## src/rtl/serial_add_sub.sv

```systemverilog
// Bit-serial two's-complement adder/subtractor: one full-adder slice, LSB first.
// Define SERIAL_ADDSUB_OVF_EN to add the registered signed-overflow output o_overflow.
module serial_add_sub #(
  parameter int WIDTH = 8
) (
  input  logic             clk,
  input  logic             rst,
  input  logic             i_in_valid,
  output logic             o_in_ready,
  input  logic [WIDTH-1:0] i_a,
  input  logic [WIDTH-1:0] i_b,
  input  logic             i_sub,
  output logic             o_out_valid,
  input  logic             i_out_ready,
  output logic [WIDTH-1:0] o_result,
`ifdef SERIAL_ADDSUB_OVF_EN
  output logic             o_overflow,
`endif
  output logic             o_carry_out
);

  localparam int CNT_W = (WIDTH > 1) ? $clog2(WIDTH) : 1;

  localparam logic [1:0] S_IDLE  = 2'd0;
  localparam logic [1:0] S_SHIFT = 2'd1;
  localparam logic [1:0] S_DONE  = 2'd2;

  logic [1:0]       r_state;
  logic [WIDTH-1:0] r_a;
  logic [WIDTH-1:0] r_b;
  logic             r_c;
  logic [CNT_W-1:0] r_cnt;
  logic [WIDTH-1:0] r_res;
  logic             r_cout;
`ifdef SERIAL_ADDSUB_OVF_EN
  logic             r_ovf;
`endif

  logic w_accept;
  logic w_last;
  logic w_s;
  logic w_c_next;

  function automatic logic majority(input logic x, input logic y, input logic z);
    return (x & y) | (x & z) | (y & z);
  endfunction

  assign w_accept = (r_state == S_IDLE) && i_in_valid;
  assign w_last   = (r_cnt == CNT_W'(WIDTH - 1));
  assign w_s      = r_a[0] ^ r_b[0] ^ r_c;
  assign w_c_next = majority(r_a[0], r_b[0], r_c);

  // Operand shift registers carry no state that matters outside SHIFT, so no reset.
  always_ff @(posedge clk) begin
    if (w_accept) begin
      r_a <= i_a;
      r_b <= i_b ^ {WIDTH{i_sub}};
    end else if (r_state == S_SHIFT) begin
      r_a <= {1'b0, r_a[WIDTH-1:1]};
      r_b <= {1'b0, r_b[WIDTH-1:1]};
    end
  end

  always_ff @(posedge clk or posedge rst) begin
    if (rst) begin
      r_state <= S_IDLE;
      r_c     <= 1'b0;
      r_cnt   <= '0;
      r_res   <= '0;
      r_cout  <= 1'b0;
`ifdef SERIAL_ADDSUB_OVF_EN
      r_ovf   <= 1'b0;
`endif
    end else begin
      case (r_state)
        S_IDLE: begin
          if (i_in_valid) begin
            r_c     <= i_sub;
            r_cnt   <= '0;
            r_state <= S_SHIFT;
          end
        end
        S_SHIFT: begin
          r_c   <= w_c_next;
          r_res <= {w_s, r_res[WIDTH-1:1]};
          if (w_last) begin
            // Carry into the MSB is r_c; carry out is w_c_next.
            r_cout  <= w_c_next;
`ifdef SERIAL_ADDSUB_OVF_EN
            r_ovf   <= r_c ^ w_c_next;
`endif
            r_state <= S_DONE;
          end else begin
            r_cnt <= r_cnt + 1'b1;
          end
        end
        S_DONE: begin
          if (i_out_ready) begin
            r_state <= S_IDLE;
          end
        end
        default: r_state <= S_IDLE;
      endcase
    end
  end

  assign o_in_ready  = (r_state == S_IDLE);
  assign o_out_valid = (r_state == S_DONE);
  assign o_result    = r_res;
  assign o_carry_out = r_cout;
`ifdef SERIAL_ADDSUB_OVF_EN
  assign o_overflow  = r_ovf;
`endif

endmodule
```

## config.mk

```make
export PLATFORM = sky130hd
export DESIGN_NAME = serial_add_sub
export DESIGN_NICKNAME = d
export VERILOG_FILES = /design/src/rtl/serial_add_sub.sv
export SDC_FILE = /design/constraint.sdc
export NUM_CORES = 1
export LEC_CHECK = 0
export CAP_MARGIN = 15
export CORE_UTILIZATION = 49
export DETAILED_ROUTE_END_ITERATION = 10
export PLACE_DENSITY = 0.78
export SYNTH_ARGS = -nofsm -noshare
export SYNTH_HDL_FRONTEND = slang
export SYNTH_SLANG_ARGS = --single-unit
```

## constraint.sdc

```tcl
create_clock -name clk -period 2 [get_ports clk]
set_clock_uncertainty 0.15 [all_clocks]
set_input_delay 0.3 -clock clk [delete_from_list [all_inputs] [get_ports clk]]
set_output_delay 0.3 -clock clk [all_outputs]
set_load 0.01 [all_outputs]
```

Yosys cells after proc, flatten, opt, wreduce, memory -nomap -nowiden --
Index checks and enable logic that the tools add are counted.
Storage, ports and cells: output and inout port bits 11, flip-flop bits (word level) 31, word-level logic and storage cells 44, input port bits 21
Cells by class: add/subtract/negate cells 1, muxes and demuxes 13, bitwise operators 8, reduce and logical (&&, ||, !) cells 8, equal/unequal tests 7
Operator list (number):
- 2-to-1 mux 8 bit | 4
- bitwise XOR 8 bit | 1
- 2-to-1 mux 2 bit | 3
- 2-to-1 mux 3 bit | 2
- inequality test 2 bit, second input constant | 3
- one-hot mux 2 bit (3 select lines) | 1
- one-hot mux 3 bit (2 select lines) | 1
- AND reduction 3 bit | 2
- AND reduction 2 bit | 2
- nonzero test 2 bit | 2
- adder 3 x 1 -> 3 bit, second input constant | 1
- AND 1 bit | 3
- equality test 3 bit, second input constant | 1
- equality test 2 x 1 -> 1 bit, second input constant | 1
- equality test 2 bit, second input constant | 1
- logical NOT 2 bit | 1
- inequality test 2 x 1 -> 1 bit, second input constant | 1
- OR 1 bit | 2
- one-hot mux 1 bit (2 select lines) | 1
- bitwise XOR 1 bit | 2
- logical AND 1 bit | 1
- 2-to-1 mux 1 bit | 1

Longest topological paths before layout --
word-level depth 4, depth in mapped cells 5, depth with buffers taken out 5

Worst setup path before layout --
Ideal clock, no wire load.
path kind flip-flop to flip-flop, from reg r_state[1], to reg r_a[0], enable pin, slack 320 ps, stages on the path, launching flop included 3, data required time 1486 ps, library setup time 364 ps, path buffers 0, clock period less this slack 1680 ps, data arrival time 1166 ps, path through dfrtp_1 -> or2_2 -> inv_1
On the way: word-level cells in the longest chain between the ends 3, elaborated cells between the ends (all ways) 4, classes of those cells eq/ne (1); reduce/logical (3)
Ends and longest elaborated chain:
- start: declaration | RTL line 28 | logic [1:0] r_state;
- start signal: assignment | RTL line 66 | r_state <= S_IDLE;
- start signal: assignment | RTL line 80 | r_state <= S_SHIFT;
- start signal: assignment | RTL line 92 | r_state <= S_DONE;
- logical NOT 2 bit | RTL line 48 | assign w_accept = (r_state == S_IDLE) && i_in_valid;
- logical AND 1 bit | RTL line 48
- nonzero test 2 bit (no source line) (*)
- end signal: assignment | RTL line 56 | r_a <= i_a;
- end signal: assignment | RTL line 59 | r_a <= {1'b0, r_a[WIDTH-1:1]};
- end: declaration | RTL line 29 | logic [WIDTH-1:0] r_a;
Every way passes the cells marked *; elsewhere a longest branch is shown, timed or not. A chain may end at the register's enable or synchronous reset.

Worst setup path after layout --
from reg r_state[0], to reg r_a[2] (data pin)
On the way: word-level cells in the longest chain between the ends 3
Ends and longest elaborated chain:
- logical NOT 2 bit | RTL line 48
- logical AND 1 bit | RTL line 48
- 2-to-1 mux 8 bit | RTL line 55 | if (w_accept) begin
Every way passes these cells.

==> reports/results.tsv <==
stage	metric	value	unit
worst_setup_path	crit_arrival	1760	ps
die	num_rows	19	
worst_setup_path	crit_chain	buf_4, buf_4, nor3b_4, buf_12, mux2_2	
global_routing	track_usage	17.48	%
die	pin_count	32	
job	maxCapViolations	0	
clock_tree	root_buffer	clkbuf_4	
finish	layout_common_cells	clkdlybuf4s50_1 (29), edfxtp_1 (16), dfrtp_1 (14), mux2_2 (13), nor2_1 (10)	
drt	firstDrtPassIters	4	
min_path	hold_path_class	in -> async	
die	die_y	56.45	um
clock_tree	cts_sinks	31	
yosys	seq_area_frac_synth	58.91	%
power	power_density	1463	nW/um^2
clock_tree	clock_tree.htree_level_count	2	
placement	portBuffers	31	
drt	vias	908	
finish	drive_gt1_share	25.35	%
global_routing	grt_pass1_wl	4098	um
die	dieArea	3186	um^2
yosys	syn_area_per_cell	14.24	um^2
timing	period_share	91.19	%
timing	fmax	548.3	MHz
drt	drt_iter0_drc	15	
placement	hpwl	1631	um
timing	rsz0062_at_grt	no	
worst_setup_path	worst-path-buf-inv	3	
finish	antenna_cells	0	
worst_setup_path	worst-path-max-fanout	9	
timing	setup_viol	0	
finish	finalNetCount	165	
global_routing	grt_max_degree	17	
finish	layout.cells.non_filler	173	
drt	wl_per_cell	13.50	um
clock_tree	clk_latency	330	ps
global_routing	grt_pass1_vias	950	
clock_tree	clk_path_buf_depth	2	
die	start_util	52.23	%
worst_setup_path	cp_data_required_time	1940	ps
yosys	synth-warning-count	0	
die	core	2781	um^2
yosys	ys_types	25	
drt	drt_wl_total	2336	um
yosys	syn-instance-count	102	
worst_setup_path	cp_slowest_stage_delay	410	ps
finish	area_growth	31.44	%
worst_setup_path	critPathKind	reg -> reg	
worst_setup_path	cp_common_cell	buf_4	
finish	final_common_cell	clkdlybuf4s50_1	
timing	worstMarginPinSlew	537.2	ps
clock_tree	cts_tree	done	
worst_setup_path	crit_family	buffers and inverters	
drt	drt-vias-per-instance	5.249	
timing	hold_viol	0	
timing	max_slew_margin	64.15	%
worst_setup_path	slowest_stage	dfrtp_2	
clock_tree	numCtsBuffers	5	
yosys	ys_ff_latch	31	
global_routing	antenna_found_initial	0	
drt	postRouteAntennaNets	0	
yosys	syn_area	1453	um^2
placement	place_inst	163	
die	die_w	56.45	um
timing	min_period	1824	ps
worst_setup_path	end_kind	register	
clock_tree	hold_buffers	0	
drt	drc	0	
timing	drv_slew	0	
power	ir_worst_vdd	0.001135	V
timing	setup-tns-final	0	ps
power	p_leak	0.8170	nW
global_routing	grt-ovfl-total	0	
yosys	syn-num-nets	126	
timing	whs	156.7	ps
clock_tree	clk_pin_slew	100	ps
worst_setup_path	start_kind	register	
power	power.total	2.793	mW
outcome	status	completed	
placement	gp_congestion	0.6751	
per-stage QoR:
stage	utilization, %	worst slack, ps	cell area, um^2
finish	68.65	176.2	1909
global route	68.65	133.7	1909
CTS	68.56	18.37	1907
floorplan	-	320.3	1453
global placement	65.09	53.85	1810
detailed placement	65.09	39.97	1810
area by class of cell:
cell class	instances	area, um^2
clock buffer	7	76.32
clock inverter	1	5.005
fill	221	872.1
inverter	3	11.26
multi-input combinational	63	539.3
sequential	31	857.1
tap	31	38.79
timing repair buffer	37	381.6
power by group:
part	internal [mW]	leakage [nW]	switching (mW)	total, mW
Combinational	0.684	0.419	0.437	1.12
Sequential	1.06	0.352	0.151	1.21
Clock	0.245	0.0464	0.218	0.463
cell usage after synthesis:
master	n	share of area, %
a21oi_1	9	3.1
a22o_1	5	3.0
a22oi_1	1	0.52
and2_1	2	0.86
buf_2	1	0.34
buf_4	1	0.52
buf_6	3	2.3
dfrtp_1	15	26
edfxtp_1	16	33
fa_1	1	1.4
ha_1	2	1.7
inv_1	3	0.78
mux2_2	13	10
mux2_4	4	4.1
nand2_1	1	0.26
nand2_2	1	0.43
nor2_1	10	2.6
nor2b_4	1	0.95
nor3b_4	1	1.3
nor4bb_1	1	0.69
o21ai_0	1	0.34
or2_2	1	0.43
or2b_1	1	0.52
xnor2_1	7	4.2
xor2_1	1	0.60
cell families (layout without fill, tap and decap cells):
group / Yosys count / count (layout) / synth area share, %
flip-flops: 31 / 31 / 58.91
adder cells (fa/ha/maj): 3 / 3 / 3.101
multiplexers: 17 / 17 / 14.21
AO/OA/AOI/OAI: 16 / 16 / 6.976
buffers and inverters: 8 / 48 / 3.962
XOR/XNOR: 8 / 8 / 4.824
AND/OR/NAND/NOR: 19 / 19 / 8.011
state kept, by name (all words and copies together) (netlist names):
name         flops
r_a              8
o_result         8
r_b              8
r_c              1
o_carry_out      1
r_state          2
r_cnt            3
per-layer routing:
layer / track usage, % / share of wire, % / up-vias
met5: 0 / 0 / -
met1: 19.91 / 42 / 431
met2: 28.74 / 50 / 27
met4: 10.45 / 2.9 / 0
met3: 5.300 / 5.2 / 8
li1: - / - / 442
timing repair:
item                       CTS  global route
resized for setup            2             1
cloned                       0             0
setup endpoints to repair    2             1
pin swaps                    0             0
buffers inserted             2             0
worst paths after layout:
| kind | end | slack [ps] | startpoint | cells after the start |
|---|---|---|---|---|
| worst max-delay path | r_a[2]$_DFFE_PP_ | 180 | r_state[0]$_DFFE_PP0P_ | 5 |
| worst min-delay path | o_result[1]$_DFFE_PP0N_ | 160 | rst | 2 |
| worst max register to register | r_a[2]$_DFFE_PP_ | 180 | r_state[0]$_DFFE_PP0P_ | 5 |
| worst min register to register | o_carry_out$_DFFE_PP0P_ | 370 | o_carry_out$_DFFE_PP0P_ | 1 |
| max in group asynchronous | r_state[0]$_DFFE_PP0P_ | 1150 | rst | 2 |
| min in group clk | o_carry_out$_DFFE_PP0P_ | 370 | o_carry_out$_DFFE_PP0P_ | 1 |
No activity file was read; power rests on OpenSTA's default activity.
